==> config.mk <==
export PLATFORM = sky130hd
export DESIGN_NAME = shift_arbiter
export DESIGN_NICKNAME = d
export VERILOG_FILES = /design/src/rtl/shift_arbiter.sv
export SDC_FILE = /design/constraint.sdc
export NUM_CORES = 1
export LEC_CHECK = 0
export ABC_AREA = 1
export CAP_MARGIN = 25
export CORE_MARGIN = 3
export CORE_UTILIZATION = 54
export DETAILED_ROUTE_END_ITERATION = 7
export GPL_TIMING_DRIVEN = 0
export HOLD_SLACK_MARGIN = 0.05
export PLACE_DENSITY = 0.82
export REMOVE_ABC_BUFFERS = 1
export SETUP_SLACK_MARGIN = 0.4
export SLEW_MARGIN = 15
export SYNTH_ARGS = -nofsm -noshare
export SYNTH_HDL_FRONTEND = slang
export SYNTH_SLANG_ARGS = --single-unit
==> constraint.sdc <==
create_clock -name clk -period 3.52 [get_ports clk]
set_input_delay 0.704 -clock clk [delete_from_list [all_inputs] [get_ports clk]]
set_output_delay 0.704 -clock clk [all_outputs]
set_load 0.005 [all_outputs]
==> src/rtl/shift_arbiter.sv <==
// Round-robin arbiter sharing one registered shift datapath between two requesters.
// Optional rotate-left for dir=0/type=1 is enabled by defining SHIFT_ROTATE_EN.
module shift_arbiter #(
  parameter int WIDTH   = 32,
  parameter int SHAMT_W = 5,
  parameter int CNT_W   = 16
) (
  input  logic               clk,
  input  logic               rst,
  input  logic [1:0]         req_valid,
  output logic [1:0]         req_ready,
  input  logic [WIDTH-1:0]   req_a0,
  input  logic [SHAMT_W-1:0] req_shamt0,
  input  logic               req_dir0,
  input  logic               req_type0,
  input  logic [WIDTH-1:0]   req_a1,
  input  logic [SHAMT_W-1:0] req_shamt1,
  input  logic               req_dir1,
  input  logic               req_type1,
  output logic [1:0]         rsp_valid,
  input  logic [1:0]         rsp_ready,
  output logic [WIDTH-1:0]   rsp_data,
  output logic               grant_id,
  output logic               busy,
  output logic [CNT_W-1:0]   op_count
);

  typedef enum logic [1:0] {
    IDLE = 2'd0,
    EXEC = 2'd1,
    RESP = 2'd2
  } state_t;

  state_t state, state_n;

  logic               ptr;
  logic               win;
  logic               accept;
  logic               hs;
  logic [WIDTH-1:0]   a_q;
  logic [SHAMT_W-1:0] shamt_q;
  logic               dir_q;
  logic               type_q;
  logic [WIDTH-1:0]   shift_res;

  assign busy = (state != IDLE);

  // State register; reset abandons any in-flight operation
  always_ff @(posedge clk or posedge rst) begin
    if (rst) state <= IDLE;
    else     state <= state_n;
  end

  // Next-state, arbitration and handshake outputs
  always_comb begin
    state_n   = state;
    req_ready = '0;
    rsp_valid = '0;
    win       = 1'b0;
    accept    = 1'b0;
    hs        = 1'b0;
    unique case (state)
      IDLE: begin
        if (req_valid == 2'b10 || (req_valid == 2'b11 && ptr))
          win = 1'b1;
        if (|req_valid && !rst) begin
          accept         = 1'b1;
          req_ready[win] = 1'b1;
          state_n        = EXEC;
        end
      end
      EXEC: state_n = RESP;
      RESP: begin
        rsp_valid[grant_id] = 1'b1;
        if (rsp_ready[grant_id]) begin
          hs      = 1'b1;
          state_n = IDLE;
        end
      end
      default: state_n = IDLE;
    endcase
  end

`ifdef SHIFT_ROTATE_EN
  logic [2*WIDTH-1:0] dbl;
  assign dbl = {a_q, a_q} << shamt_q;
`endif

  // Shift result from the latched operands
  always_comb begin
    shift_res = a_q << shamt_q;
    if (dir_q) begin
      if (type_q) shift_res = $unsigned($signed(a_q) >>> shamt_q);
      else        shift_res = a_q >> shamt_q;
    end else if (type_q) begin
`ifdef SHIFT_ROTATE_EN
      shift_res = dbl[2*WIDTH-1:WIDTH];
`else
      shift_res = a_q << shamt_q;
`endif
    end
  end

  // Operand latch, grant/pointer update, result and counter registers
  always_ff @(posedge clk or posedge rst) begin
    if (rst) begin
      ptr      <= 1'b0;
      grant_id <= 1'b0;
      a_q      <= '0;
      shamt_q  <= '0;
      dir_q    <= 1'b0;
      type_q   <= 1'b0;
      rsp_data <= '0;
      op_count <= '0;
    end else begin
      if (accept) begin
        grant_id <= win;
        ptr      <= ~win;
        a_q      <= win ? req_a1 : req_a0;
        shamt_q  <= win ? req_shamt1 : req_shamt0;
        dir_q    <= win ? req_dir1 : req_dir0;
        type_q   <= win ? req_type1 : req_type0;
      end
      if (state == EXEC)
        rsp_data <= shift_res;
      if (hs)
        op_count <= op_count + 1'b1;
    end
  end

endmodule

## Word-level counts from Yosys, hierarchy flattened

Index checks and enable logic that the tools add are counted.

| word-level totals | value |
|---|---|
| logic and storage cells | 59 |
| output and inout port bits | 54 |
| bits of input ports | 84 |
| bits in registers | 91 |

| operators by class | value |
|---|---|
| muxes and demuxes | 25 |
| reduce and logical (&&, ||, !) cells | 10 |
| shift-type cells | 3 |
| eq/ne operators | 6 |
| bitwise gates (word level) | 1 |
| add/subtract/negate cells | 1 |
| order comparisons | 4 |

Operators by type and width:

| cell | count |
|---|---|
| 32-bit two-way mux | 3 |
| 32-bit by 5-bit left shift with 32-bit output | 1 |
| 32-bit by 5-bit right shift with 32-bit output | 1 |
| 32-bit by 5-bit >>> shifter with 32-bit output | 1 |
| 16-bit by 1-bit adder with 16-bit output, second input constant | 1 |
| 1-bit two-way mux | 13 |
| 2-bit two-way mux | 5 |
| 2-bit == test, second input constant | 3 |
| 2-bit case mux with 3 select lines | 1 |
| 5-bit two-way mux | 1 |
| 1-bit logical AND | 4 |
| 1-bit by 2-bit < comparator with 1-bit output, second input constant | 2 |
| 2-bit inequality test, second input constant | 2 |
| 1-bit demux with 1-bit select | 2 |
| 2-bit by 1-bit == test with 1-bit output, second input constant | 1 |
| 1-bit greater-or-equal comparator, second input constant | 2 |
| 2-bit logical NOT | 1 |
| 2-bit AND reduction | 1 |
| 2-bit nonzero test | 1 |
| 2-bit OR reduction | 1 |
| 1-bit logical NOT | 1 |
| 1-bit logical OR | 1 |
| 1-bit NOT | 1 |

## Depth between registers and ports, before layout

| depth | value |
|---|---|
| depth after elaboration | 11 |
| gate-level depth with buffers | 14 |

## Worst setup path before layout

No wires, ideal clock.

| timing | value |
|---|---|
| kind | input port to output port |
| start | input port req_valid[1] |
| end | output port req_ready[1] |
| setup slack | 1453 ps |
| stages | 4 |
| path buffers | 1 |
| data required time | 2816 ps |
| arrival | 1363 ps |
| path through | a21boi_0 inv_1 nor2_1 buf_2 |

| on the way | value |
|---|---|
| cells in the longest elaborated chain, start to end | 11 |
| elaborated cells on any way between the ends | 15 |

RTL lines:

| item | RTL line | source |
|---|---|---|
| start: declaration | 10 | `input logic [1:0] req_valid,` |
| 2-bit == test | 64 | `if (req_valid == 2'b10 \|\| (req_valid == 2'b11 && ptr))` |
| 1-bit logical AND | 64 |  |
| 1-bit logical OR | 64 |  |
| 1-bit two-way mux | 64 |  |
| 1-bit two-way mux | 62 | `unique case (state)` |
| 1-bit by 2-bit < comparator with 1-bit output (not written as such) / 1-bit greater-or-equal comparator (equally long branches) | 68 | `req_ready[win] = 1'b1;` |
| 1-bit logical AND (not written as such) | 68 |  |
| 1-bit two-way mux (not written as such) | 68 |  |
| 1-bit demux with 1-bit select | 68 |  |
| 2-bit two-way mux * | 66 | `if (\|req_valid && !rst) begin` |
| 2-bit two-way mux * | 62 |  |
| end: declaration | 11 | `output logic [1:0] req_ready,` |

Mark *: on every way between the ends. The rest lies on a longest branch, timed or not. The select of a mux whose other input is x is not followed.

## Worst setup path after layout

| timing | value |
|---|---|
| start | input port req_valid[0] |
| end | output port req_ready[1] |

Same word-level chain as after synthesis.

==> impl_metrics.yaml <==
power_and_ir_drop:
  power.total_uw: 9833
  ir_worst_vdd_mv: 0.5624
  internal_power_uw: 4516
  clkPwrFrac: 0.097
  power_frac_comb: 0.678
  seq_power_share: 0.225
  p_leak_uw: 0.004260
  p_switching_uw: 5317
  switching_share: 0.5407
  power_density_nw_per_um2: 1075
synth:
  synth_seq_area_share: 0.3094
  synth_cell_types: 38
  synth_seq_cells: 91
  ys.flop_type: "dfrtp_1"
  synth.yosys.warnings: 0
  syn_area_um2: 7361
  synth-edff-count: 0
  synthCells: 1177
  syn_area_per_cell_um2: 6.254
  async_flop_share: 1.000
setup_path:
  worstSetupPathType: "in2out"
  critPathLaunchType: "input pin"
  cp_cell_sequence: "clkdlybuf4s50_1, nor2_1, nor2_2, nand2_4, nor2_4, clkdlybuf4s50_1"
  slowest_delay_ps: 520
  critPathCapture: "req_ready[1]"
  critPathRequiredTime_ps: 2820
  r2r-end: "rsp_data[18]$_DFFE_PP0N_"
  ff2ff_setup_slack_ps: 720
  crit_start: "req_valid[0]"
  cp.arrival_ps: 2300
  r2r-start: "shamt_q[4]$_DFFE_PP0P_"
  critPathMaxFanout: 5
  reg2regPathDepth: 9
  path_common_cell: "clkdlybuf4s50_1"
  endpoint_kind: "output pin"
  cp_slowest_cell: "clkdlybuf4s50_1"
run_status:
  status: "finished clean"
sta:
  fin_skew_ps: 8.618
  rsz0062_at_grt: "false"
  worst_hold_slack_ps: 484.0
  finalMaxSlewViolations: 0
  worst_slew_pin_slew_ps: 998.0
  setup_viol: 0
  hold_violations: 0
  relSlewSlack: 0.3347
  max_freq_ghz: 0.3329
  finalWorstSetupSlack_ps: 516.1
  finalCritPeriodShare: 0.8534
  fin_crit_ps: 3004
cells_and_area:
  seq_area_um2: 2282
  diodes: 0
  multi_input_area_um2: 4507
  fin_cells: 1445
  area_delta_synth_final_pct: 24.26
  final_util: 0.6879
  nFillCells: 1147
  nNetsFinal: 1349
  layout-drive-gt1-share: 0.05910
placed_design:
  io_buffers: 137
  dpl.hpwl_um: 16750
  finalWeightedCongestion: 0.9950
  dp_slack_ps: -35.47
  dp_cells: 1420
route:
  drtAntennaViolNets: 0
  wl_per_cell_um: 16.60
  routed_wl_um: 23990
  dr.pass1.iters: 6
  drc: 0
  initialDrtViolationCount: 1022
  vias: 8629
  via_per_inst: 5.972
die:
  die_area_um2: 15070
  start_util: 0.5536
  num_rows: 42
  die_h_um: 122.8
  core_area_um2: 13300
  boundaryPins: 138
  fp.dieW_um: 122.8
job:
  cap_violations: 0
clock_tree:
  clk_pin_slew_ps: 60
  insertion_delay_ps: 360
  cts.path.max_buffers: 2
  cts_tree: "yes"
  htreeDepth: 3
  cts_made_buffers: 9
  cts_sinks: 91
  clockRootBuffer: "clkbuf_16"
grt:
  track_usage: 0.3122
  grt.overflow.total: 0
  antenna_found_initial: 0
  grt_pass1_vias: 7619
  grt_max_degree: 68
  grt_pass1_wl_um: 37430
hold_path:
  hold_path_class: "reg2reg"
metal layers:
layer,wire length [um],vias up,part of all wire,global-route usage
met5,0,-,0,0
met4,1017,0,0.042,0.1337
met3,2511,81,0.10,0.05945
met2,10890,559,0.45,0.4903
met1,9568,3874,0.40,0.4214
li1,-,4115,-,-
what timing repair did:
action / 4_1_cts / 5_1_grt
hold buffers: 0 / 0
resized for setup: 2 / 2
endpoints found under the setup margin: 6 / 2
setup buffers: 2 / 3
gates cloned: 0 / 1
pin swaps: 2 / 1
cells by family (layout without fill, tap and decap cells):
| family | after synthesis | count (layout) | synth area share |
|---|---|---|---|
| and+or+nand+nor | 836 | 837 | 0.5001 |
| buffers and inverters | 124 | 215 | 0.08363 |
| AOI/OAI and AO/OA | 111 | 111 | 0.08856 |
| DFF | 91 | 91 | 0.3094 |
| xor gates and xnor gates | 14 | 14 | 0.01666 |
| adders and majority gates | 1 | 1 | 0.001700 |
registers in the layout, indices dropped and copies added (netlist names):
signal,flops
state,2
shamt_q,5
type_q,1
a_q,32
rsp_data,32
grant_id,1
dir_q,1
ptr,1
op_count,16
worst min-delay path by stage:
| stage | startpoint | endpoint | slack [ps] | cells past startpoint |
|---|---|---|---|---|
| CTS | rsp_data[21]$_DFFE_PP0N_ | rsp_data[21]$_DFFE_PP0N_ | 490 | 2 |
| floorplan | op_count[15]$_DFFE_PP0P_ | op_count[15]$_DFFE_PP0P_ | 470 | 1 |
| global route | rsp_data[4]$_DFFE_PP0N_ | rsp_data[4]$_DFFE_PP0N_ | 510 | 2 |
| finish | rsp_data[14]$_DFFE_PP0N_ | rsp_data[14]$_DFFE_PP0N_ | 480 | 2 |
| global placement | op_count[15]$_DFFE_PP0P_ | op_count[15]$_DFFE_PP0P_ | 460 | 1 |
| detailed placement | rsp_data[14]$_DFFE_PP0N_ | rsp_data[14]$_DFFE_PP0N_ | 470 | 2 |
per-stage QoR:
step                      cell area, um2  TNS (ps)
after floorplan                     6922         0
after global placement              8513   -156870
after detailed placement            8737    -55.45
after CTS                           9047         0
after global routing                9146         0
final                               9146         0
placed cells by master, fill, tap and decap left out, types with 3 or more instances in the layout:
cell type	n
nand2_1	396
nand3_1	323
clkdlybuf4s50_1	137
dfrtp_1	87
nor2_1	71
a21oi_1	42
inv_1	35
o211ai_1	24
o21ai_0	23
nand2_2	10
clkbuf_16	9
nand4_1	8
o21ai_1	8
xor2_1	8
inv_2	7
and2_1	7
buf_12	7
xnor2_1	6
a22oi_1	5
buf_4	5
a31oi_1	4
nand3_2	4
nor2_4	4
nor3_2	4
buf_16	4
dfrtp_2	4
nor3_1	3
nor2_2	3
power groups by stage:
stage          logic (uW)  registers (uW)  clock network [uW]
6_report             6670            2210                 950
5_1_grt              7400            2270                1010
4_1_cts              6390            2180                 959
3_5_place_dp         6330            2190                   0
3_3_place_gp         5900            2390                   0
2_1_floorplan        4160            2140                   0
cell type report:
class / instances / area share
multi-input cells: 963 / 0.4927
flip-flops and latches: 91 / 0.2495
repair buffers: 154 / 0.1826
clock buffers: 11 / 0.02654
well taps: 176 / 0.02408
inverters: 45 / 0.01956
clock inverters: 5 / 0.004925
Yosys cell counts (9+ instances only):
master	n	area share
nand2_1	397	0.20
nand3_1	323	0.22
dfrtp_1	91	0.31
nor2_1	75	0.038
a21oi_1	42	0.029
inv_1	36	0.018
buf_2	32	0.022
clkbuf_1	24	0.012
o211ai_1	24	0.024
o21ai_0	23	0.016
nand2_2	9	0.0076
critical path: cells and delay by family:
family                 cells  cell delay, ps
AND/OR/NAND/NOR            4             600
buffers and inverters      2            1000
Power figures use the tool's default switching activity.
